`src/rtl/hilo_divider_pkg.sv`:
```
// rtl/hilo_divider_pkg.sv - shared types for the HI/LO iterative divider
package hilo_divider_pkg;

  localparam int DIV_WIDTH = 32;

  typedef enum logic [1:0] {
    DIV_IDLE,
    DIV_RUN,
    DIV_DONE
  } div_state_t;

  typedef struct packed {
    logic                 op_signed;
    logic [DIV_WIDTH-1:0] a;
    logic [DIV_WIDTH-1:0] b;
  } div_req_t;

  typedef struct packed {
    logic [DIV_WIDTH-1:0] hi;
    logic [DIV_WIDTH-1:0] lo;
  } div_resp_t;

endpackage

```
`src/rtl/hilo_divider_div_step.sv`:
```
// rtl/hilo_divider_div_step.sv - one combinational restoring-division step
module hilo_divider_div_step #(
  parameter int WIDTH = 32
) (
  input  logic [WIDTH-1:0] rem,
  input  logic             dividend_bit,
  input  logic [WIDTH-1:0] divisor,
  output logic [WIDTH-1:0] rem_next,
  output logic             q_bit
);

  logic [WIDTH:0] shifted;

  // The extra top bit keeps the compare exact when rem's MSB shifts out.
  assign shifted  = {rem, dividend_bit};
  assign q_bit    = (shifted >= {1'b0, divisor});
  assign rem_next = q_bit ? WIDTH'(shifted - {1'b0, divisor}) : WIDTH'(shifted);

endmodule

```
`src/rtl/hilo_divider.sv`:
```
// rtl/hilo_divider.sv - multi-cycle DIV/DIVU unit producing {hi, lo}
module hilo_divider
  import hilo_divider_pkg::*;
#(
  parameter int WIDTH = DIV_WIDTH
) (
  input  logic             clk,
  input  logic             resetn,
  input  logic             in_valid,
  output logic             in_ready,
  input  logic             op_signed,
  input  logic [WIDTH-1:0] a,
  input  logic [WIDTH-1:0] b,
  input  logic             flush,
  output logic             out_valid,
  input  logic             out_ready,
  output logic [WIDTH-1:0] hi,
  output logic [WIDTH-1:0] lo,
  output logic             busy
);

  localparam int CW = (WIDTH > 1) ? $clog2(WIDTH) : 1;

  div_state_t     state, state_next;
  logic [CW-1:0]  count;
  logic [WIDTH-1:0] divd, dsr, rem;
  logic           sign_q, sign_r;
  logic [WIDTH-1:0] hi_r, lo_r;

  logic             accept, last_step, a_neg, b_neg, q_bit;
  logic [WIDTH-1:0] mag_a, mag_b, rem_nxt, q_final;

  assign accept    = (state == DIV_IDLE) && in_valid && !flush;
  assign last_step = (count == CW'(WIDTH - 1));
  assign a_neg     = op_signed & a[WIDTH-1];
  assign b_neg     = op_signed & b[WIDTH-1];
  assign mag_a     = a_neg ? -a : a;
  assign mag_b     = b_neg ? -b : b;

  // divd doubles as the quotient register: dividend bits leave at the top
  // while quotient bits enter at the bottom.
  hilo_divider_div_step #(.WIDTH(WIDTH)) u_step (
    .rem          (rem),
    .dividend_bit (divd[WIDTH-1]),
    .divisor      (dsr),
    .rem_next     (rem_nxt),
    .q_bit        (q_bit)
  );

  assign q_final = {divd[WIDTH-2:0], q_bit};

  always_ff @(posedge clk or negedge resetn) begin
    if (!resetn) state <= DIV_IDLE;
    else         state <= state_next;
  end

  always_comb begin
    state_next = state;
    case (state)
      DIV_IDLE: if (accept) state_next = DIV_RUN;
      DIV_RUN: begin
        if (flush)          state_next = DIV_IDLE;
        else if (last_step) state_next = DIV_DONE;
      end
      DIV_DONE: if (flush || out_ready) state_next = DIV_IDLE;
      default: state_next = DIV_IDLE;
    endcase
  end

  always_ff @(posedge clk or negedge resetn) begin
    if (!resetn) begin
      count  <= '0;
      divd   <= '0;
      dsr    <= '0;
      rem    <= '0;
      sign_q <= 1'b0;
      sign_r <= 1'b0;
      hi_r   <= '0;
      lo_r   <= '0;
    end else if (accept) begin
      count  <= '0;
      divd   <= mag_a;
      dsr    <= mag_b;
      rem    <= '0;
      sign_q <= a_neg ^ b_neg;
      sign_r <= a_neg;
    end else if (state == DIV_RUN) begin
      count <= count + CW'(1);
      divd  <= q_final;
      rem   <= rem_nxt;
      if (last_step) begin
        lo_r <= sign_q ? -q_final : q_final;
        hi_r <= sign_r ? -rem_nxt : rem_nxt;
      end
    end
  end

  assign in_ready  = (state == DIV_IDLE);
  assign out_valid = (state == DIV_DONE);
  assign busy      = (state != DIV_IDLE);
  assign hi        = hi_r;
  assign lo        = lo_r;

endmodule

```
`config.mk`:
```
export PLATFORM = sky130hd
export DESIGN_NAME = hilo_divider
export DESIGN_NICKNAME = d
export VERILOG_FILES = /design/src/rtl/hilo_divider_pkg.sv /design/src/rtl/hilo_divider_div_step.sv /design/src/rtl/hilo_divider.sv
export SDC_FILE = /design/constraint.sdc
export NUM_CORES = 1
export LEC_CHECK = 0
export ABC_AREA = 1
export ABC_CLOCK_PERIOD_IN_PS = 3900
export CORE_ASPECT_RATIO = 1.25
export CORE_UTILIZATION = 50
export CTS_CLUSTER_DIAMETER = 40
export DETAILED_ROUTE_END_ITERATION = 8
export GPL_ROUTABILITY_DRIVEN = 0
export PLACE_DENSITY = 0.8
export SYNTH_ARGS = -nofsm -noshare
export SYNTH_HDL_FRONTEND = slang
export SYNTH_SLANG_ARGS = --single-unit
```
`constraint.sdc`:
```
create_clock -name clk -period 3.9 [get_ports clk]
set_input_delay 0.78 -clock clk [delete_from_list [all_inputs] [get_ports clk]]
set_output_delay 0.78 -clock clk [all_outputs]
set_load 0.01 [all_outputs]
```
==> After elaboration in Yosys (flattened, before gate mapping) <==
Cells that the tools add are included.
{ "op_classes": {"addsub": 6, "magnitude_cmp": 1, "n_eq_ne": 6, "muxes": 16, "bitwise_logic": 4, "reduce_logical": 9} }
{ "ops": {"columns": ["operator", "count"], "rows": [
  ["32-bit 2-to-1 mux", 9],
  ["32-bit negator", 4],
  ["33-bit by 32-bit greater-or-equal comparator with 1-bit output", 1],
  ["32-bit subtractor", 1],
  ["5-bit 2-to-1 mux", 2],
  ["2-bit 2-to-1 mux", 4],
  ["2-bit one-hot mux with 3 select lines", 1],
  ["3-bit AND reduction", 2],
  ["5-bit by 1-bit adder with 5-bit output (second input constant)", 1],
  ["5-bit == test (second input constant)", 1],
  ["2-bit by 1-bit != test with 1-bit output (second input constant)", 2],
  ["2-bit nonzero test", 2],
  ["3-bit != test (second input constant)", 1],
  ["1-bit AND", 2],
  ["2-bit by 1-bit == test with 1-bit output (second input constant)", 1],
  ["2-bit == test (second input constant)", 1],
  ["1-bit logical AND", 2],
  ["2-bit logical NOT", 1],
  ["1-bit logical NOT", 1],
  ["1-bit logical OR", 1],
  ["1-bit inverter", 1],
  ["1-bit XOR", 1]
]} }
{ "totals": {"regBits": 169, "inputBits": 70, "out_inout_bits": 67, "wordCells": 51} }

==> Depth between registers and ports, before layout <==
{ "logic_depth": {"word_depth": 5, "mapped_depth": 26, "ltp_nobuf": 25} }

==> Hierarchy <==
From an unflattened synthesis, not the netlist that was laid out.
{ "unflattened": {"hier_cells": 2086, "area_unflattened_um2": 13163.9} }
{ "modules_own_cells": {"columns": ["module", "instances", "cells_per_inst", "area_per_inst_um2", "seq_area_each_um2"], "rows": [
  ["hilo_divider", 1, 1439, 10003.3, 4229.1],
  ["hilo_divider_div_step", 1, 647, 3160.5, 0.0]
]} }

==> Worst setup path before layout <==
Ideal clock, no wire load.
{ "synth_path": {"kind": "reg2reg", "from": "register rem[5]", "to": "register lo_r[28], in the netlist lo[28]", "setup_time_ns": 0.083, "arrival_time_ns": 3.217, "required_ns": 3.817, "path_slack_ns": 0.601, "stages_incl_launch_ff": 25, "n_path_buf": 2, "synth_period_minus_slack_ns": 3.299, "path_cell_list": "dfrtp_1 > ha_1 > nand2_1 > nand2_1 > nand2_1 > nand2_1 > inv_1 > nand3_2 > nand2_1 > nand2_2 > nand2_2 > nand2_4 > buf_12 > inv_2 > buf_4 > ha_1 > nand2_1 > nor2_1 > nand3_1 > inv_1 > nand2_1 > o41ai_1 > o21ai_0 > xor2_1 > o21ai_0"} }
{ "synth_between": {"elab_chain_len": 3} }
{ "synth_rtl": {"columns": ["item", "line_no", "text"], "rows": [
  ["from (decl)", "hilo_divider.sv:26", "logic [WIDTH-1:0] divd, dsr, rem;"],
  ["from (signal assigned)", "hilo_divider.sv:90", "rem <= rem_nxt;"],
  ["33-bit by 32-bit greater-or-equal comparator with 1-bit output", "hilo_divider_div_step.sv:16", "assign q_bit = (shifted >= {1'b0, divisor});"],
  ["32-bit negator", "hilo_divider.sv:92", "lo_r <= sign_q ? -q_final : q_final;"],
  ["32-bit 2-to-1 mux", "hilo_divider.sv:92", null],
  ["to (signal assigned)", "hilo_divider.sv:92", null],
  ["to (decl)", "hilo_divider.sv:28", "logic [WIDTH-1:0] hi_r, lo_r;"]
]} }
Every way passes these cells.
A chain may end at the register's enable or synchronous reset.

==> Worst setup path in the final report <==
{ "layout_path": {"from": "register rem[29]", "to": "register lo_r[30], in the netlist lo[30]"} }
The elaborated chain is that of the path after synthesis.

==> results.yml <==
detailed_routing:
  wl_per_cell_um: 16.54
  vias: 12800
  drc: 1
  finalWirelength_um: 37950
  vias_per_cell: 5.577
  drt_iter0_markers: 1000
  postRouteAntennaNets: 0
  first_pass_iters: 7
floorplanning:
  ios: 137
  die_h_um: 178.6
  die_w_um: 143.3
  start_util: 0.5090
  die_area_um2: 25580
  coreArea_um2: 24500
  std_cell_rows: 64
clocking:
  cts_sinks: 169
  cts_buffers: 17
  cts_tree: "yes"
  ctsResizeCount: 0
  clkTransAtPathRegs_ps: 80
  cts-root-buf: "clkbuf_16"
  cts_hold_buf: 0
  clock_path_buffers: 2
  insertion_delay_ps: 450
  h-tree-depth: 4
  postCtsSetupRepairBufs: 0
run_status:
  status: "complete, but fails checks"
  violations: "design-rule violations"
worst_setup_path:
  reg2reg_slack_ps: 260
  cp_max_fo: 6
  endpoint_kind: "register"
  reg2reg_depth: 18
  reg2reg_from: "rem[29]"
  cp-start-kind: "register"
  cp_data_required_time_ps: 4190
  r2r_end: "lo[30]"
  criticalPathCategory: "register to register"
  arrival_ps: 3930
power_and_ir_drop:
  ir_drop_mv: 0.4823
  swShare: 0.5417
  power.leakage_uw: 0.007389
  pwr-share-seq: 0.221
  clkPwrFrac: 0.151
  pwr-share-comb: 0.629
  p_per_area_nw_per_um2: 801.7
  switchingPower_uw: 6413
  power.internal_uw: 5427
timing:
  max-slew-margin-rel: 0.3821
  post-route-period-util: 0.9326
  min_period_ps: 3637
  max_freq_mhz: 274.9
  fin_ws_ps: 262.8
  rsz0062_at_grt: "no"
  tns_ps: 0
  skew_ps: 16.99
  hold_viol_final: 0
  worst_pin_slew_ps: 926.9
  setup_viol: 0
  drv_slew: 0
  timing.hold.ws_ps: 387.4
global_route:
  grt-ovfl-total: 0
  grt_usage: 0.3124
  grt_pass1_wl_um: 61350
  grt_max_degree: 85
  grt_antenna_before_repair: 0
  grt_pass1_vias: 12540
synth:
  ys_async_sr_fraction: 1.000
  netlist_area_um2: 12470
  synth_edf_count: 0
  ys.flop_type: "dfrtp_1"
  ys_types: 53
  syn_inst: 1836
  yosys_warnings: 0
  synthesis.nets: 1945
  ys_ff_latch: 169
  synth_area_per_cell_um2: 6.793
  synth_seq_area_share: 0.3391
placed_design:
  dp_hpwl_um: 28580
  placedInstanceArea_um2: 14130
  io_buffers: 136
  post-place-ws_ps: 169.1
final_layout:
  nNetsFinal: 2061
  insertedDiodeCount: 0
  fillers: 2246
  final_util: 0.6027
  syn2layout_area_growth_pct: 18.41
  finish.instance_area_um2: 14770
  multi_input_area_um2: 6968
  layout-drive-gt1-share: 0.06056
  regArea_um2: 4229
min_path:
  worst_hold_path_type: "primary input to asynchronous set/reset pin"
run:
  drv_cap: 0
[cell families (layout without fill, tap and decap cells)]
| logic type | after synthesis | after routing | synth area share |
|---|---|---|---|
| compound gates | 275 | 275 | 0.1283 |
| simple gates | 927 | 927 | 0.3206 |
| flops | 169 | 169 | 0.3391 |
| buf+inv | 328 | 457 | 0.1034 |
| fa+ha+maj | 39 | 39 | 0.03973 |
| xor+xnor | 98 | 98 | 0.06882 |
[worst max-delay path by stage]
| stage | start | end | slack (ps) | cells past startpoint |
|---|---|---|---|---|
| after floorplan | rem[5] | lo[28] | 600 | 24 |
| after global placement | a[0] | divd[30] | 300 | 14 |
| after detailed placement | a[0] | divd[30] | 170 | 14 |
| after CTS | rem[12] | hi[22] | 180 | 22 |
| after global routing | dsr[30] | lo[28] | 0.8 | 19 |
| final | rem[29] | lo[30] | 260 | 18 |
[flip-flops by register name (all words and copies together), names as in the netlist]
| register | cells |
|---|---|
| state | 2 |
| dsr | 32 |
| divd | 32 |
| hi | 32 |
| sign_r | 1 |
| lo | 32 |
| count | 5 |
| sign_q | 1 |
| rem | 32 |
[metrics by stage]
stage / total power (µW) / cells
3_3_place_gp: 9557 / 2263
3_5_place_dp: 9708 / 2263
5_1_grt: 12820 / 2295
6_report: 11840 / 2295
4_1_cts: 11540 / 2295
2_1_floorplan: 7811 / 1836
[layout make-up]
class	count	area share
clock buffers	17	0.02881
clock inverters	15	0.01279
inverters	270	0.06863
multi-input cells	1339	0.4718
flip-flops and latches	169	0.2864
well taps	330	0.02796
repair buffers	155	0.1036
[Yosys cell counts (3+ instances only)]
library cell	instances	area, µm²
a22o_1	4	35.03
xnor2_1	15	131.4
dfrtp_1	169	4229
nand2_2	16	100.1
o221ai_1	30	262.8
ha_1	38	475.5
nand2_1	560	2102
buf_6	4	45.04
a31oi_1	5	31.28
nand2_4	4	45.04
buf_2	4	20.02
inv_2	4	15.01
clkbuf_1	46	172.7
nor4_1	7	43.79
nand4_1	20	125.1
nor2_4	6	67.56
a21oi_1	45	225.2
inv_1	264	991.0
o22ai_1	18	112.6
nand3_2	5	50.05
o21ai_2	3	26.28
o211ai_1	5	37.54
nor2_1	135	506.7
nor3_1	26	130.1
nand3b_1	7	52.55
or2_2	5	31.28
nor2_2	11	68.82
o21ai_1	8	40.04
nand3_1	113	565.5
xor2_1	83	727.0
o21ai_0	146	730.7
[critical path, cell delays in order (launching register included)]
cell and delay [ps]:
dfrtp_1 410, ha_1 390, nand2_1 240, nor2_1 70, a21oi_1 220, nand2_1 150
nor2_4 140, nand2_4 90, inv_2 70, ha_1 170, nand2_1 100, nor2_1 250
nand3_1 160, inv_1 100, a41oi_1 150, a21oi_1 230, o21ai_0 190, xnor2_2 230
o21ai_0 100
[layout by cell type (no fill, tap or decap), types with 26 or more instances in the layout]
master           netlist  layout
xor2_1                83      83
nand3_1              113     112
nand2_1              560     560
nor3_1                26      26
a21oi_1               45      45
nor2_1               135     134
inv_1                264     263
o221ai_1              30      30
dfrtp_1              169     169
clkdlybuf4s50_1        0     135
ha_1                  38      38
o21ai_0              146     146
[power groups by stage]
stage / Clock [µW] / Combinational, µW / Sequential [µW]
2_1_floorplan: 0 / 5370 / 2450
3_3_place_gp: 0 / 6950 / 2610
3_5_place_dp: 0 / 7080 / 2620
4_1_cts: 1780 / 7160 / 2590
5_1_grt: 1860 / 8310 / 2650
6_report: 1780 / 7440 / 2610
[routing by layer]
layer	routed length (µm)	track usage	vias to the layer above
met5	0	0	-
met3	2348	0.05020	187
met1	13820	0.3387	5890
li1	-	-	6140
met4	3021	0.2447	0
met2	18760	0.5423	583
Note: power is estimated with default switching activity, not from simulation.
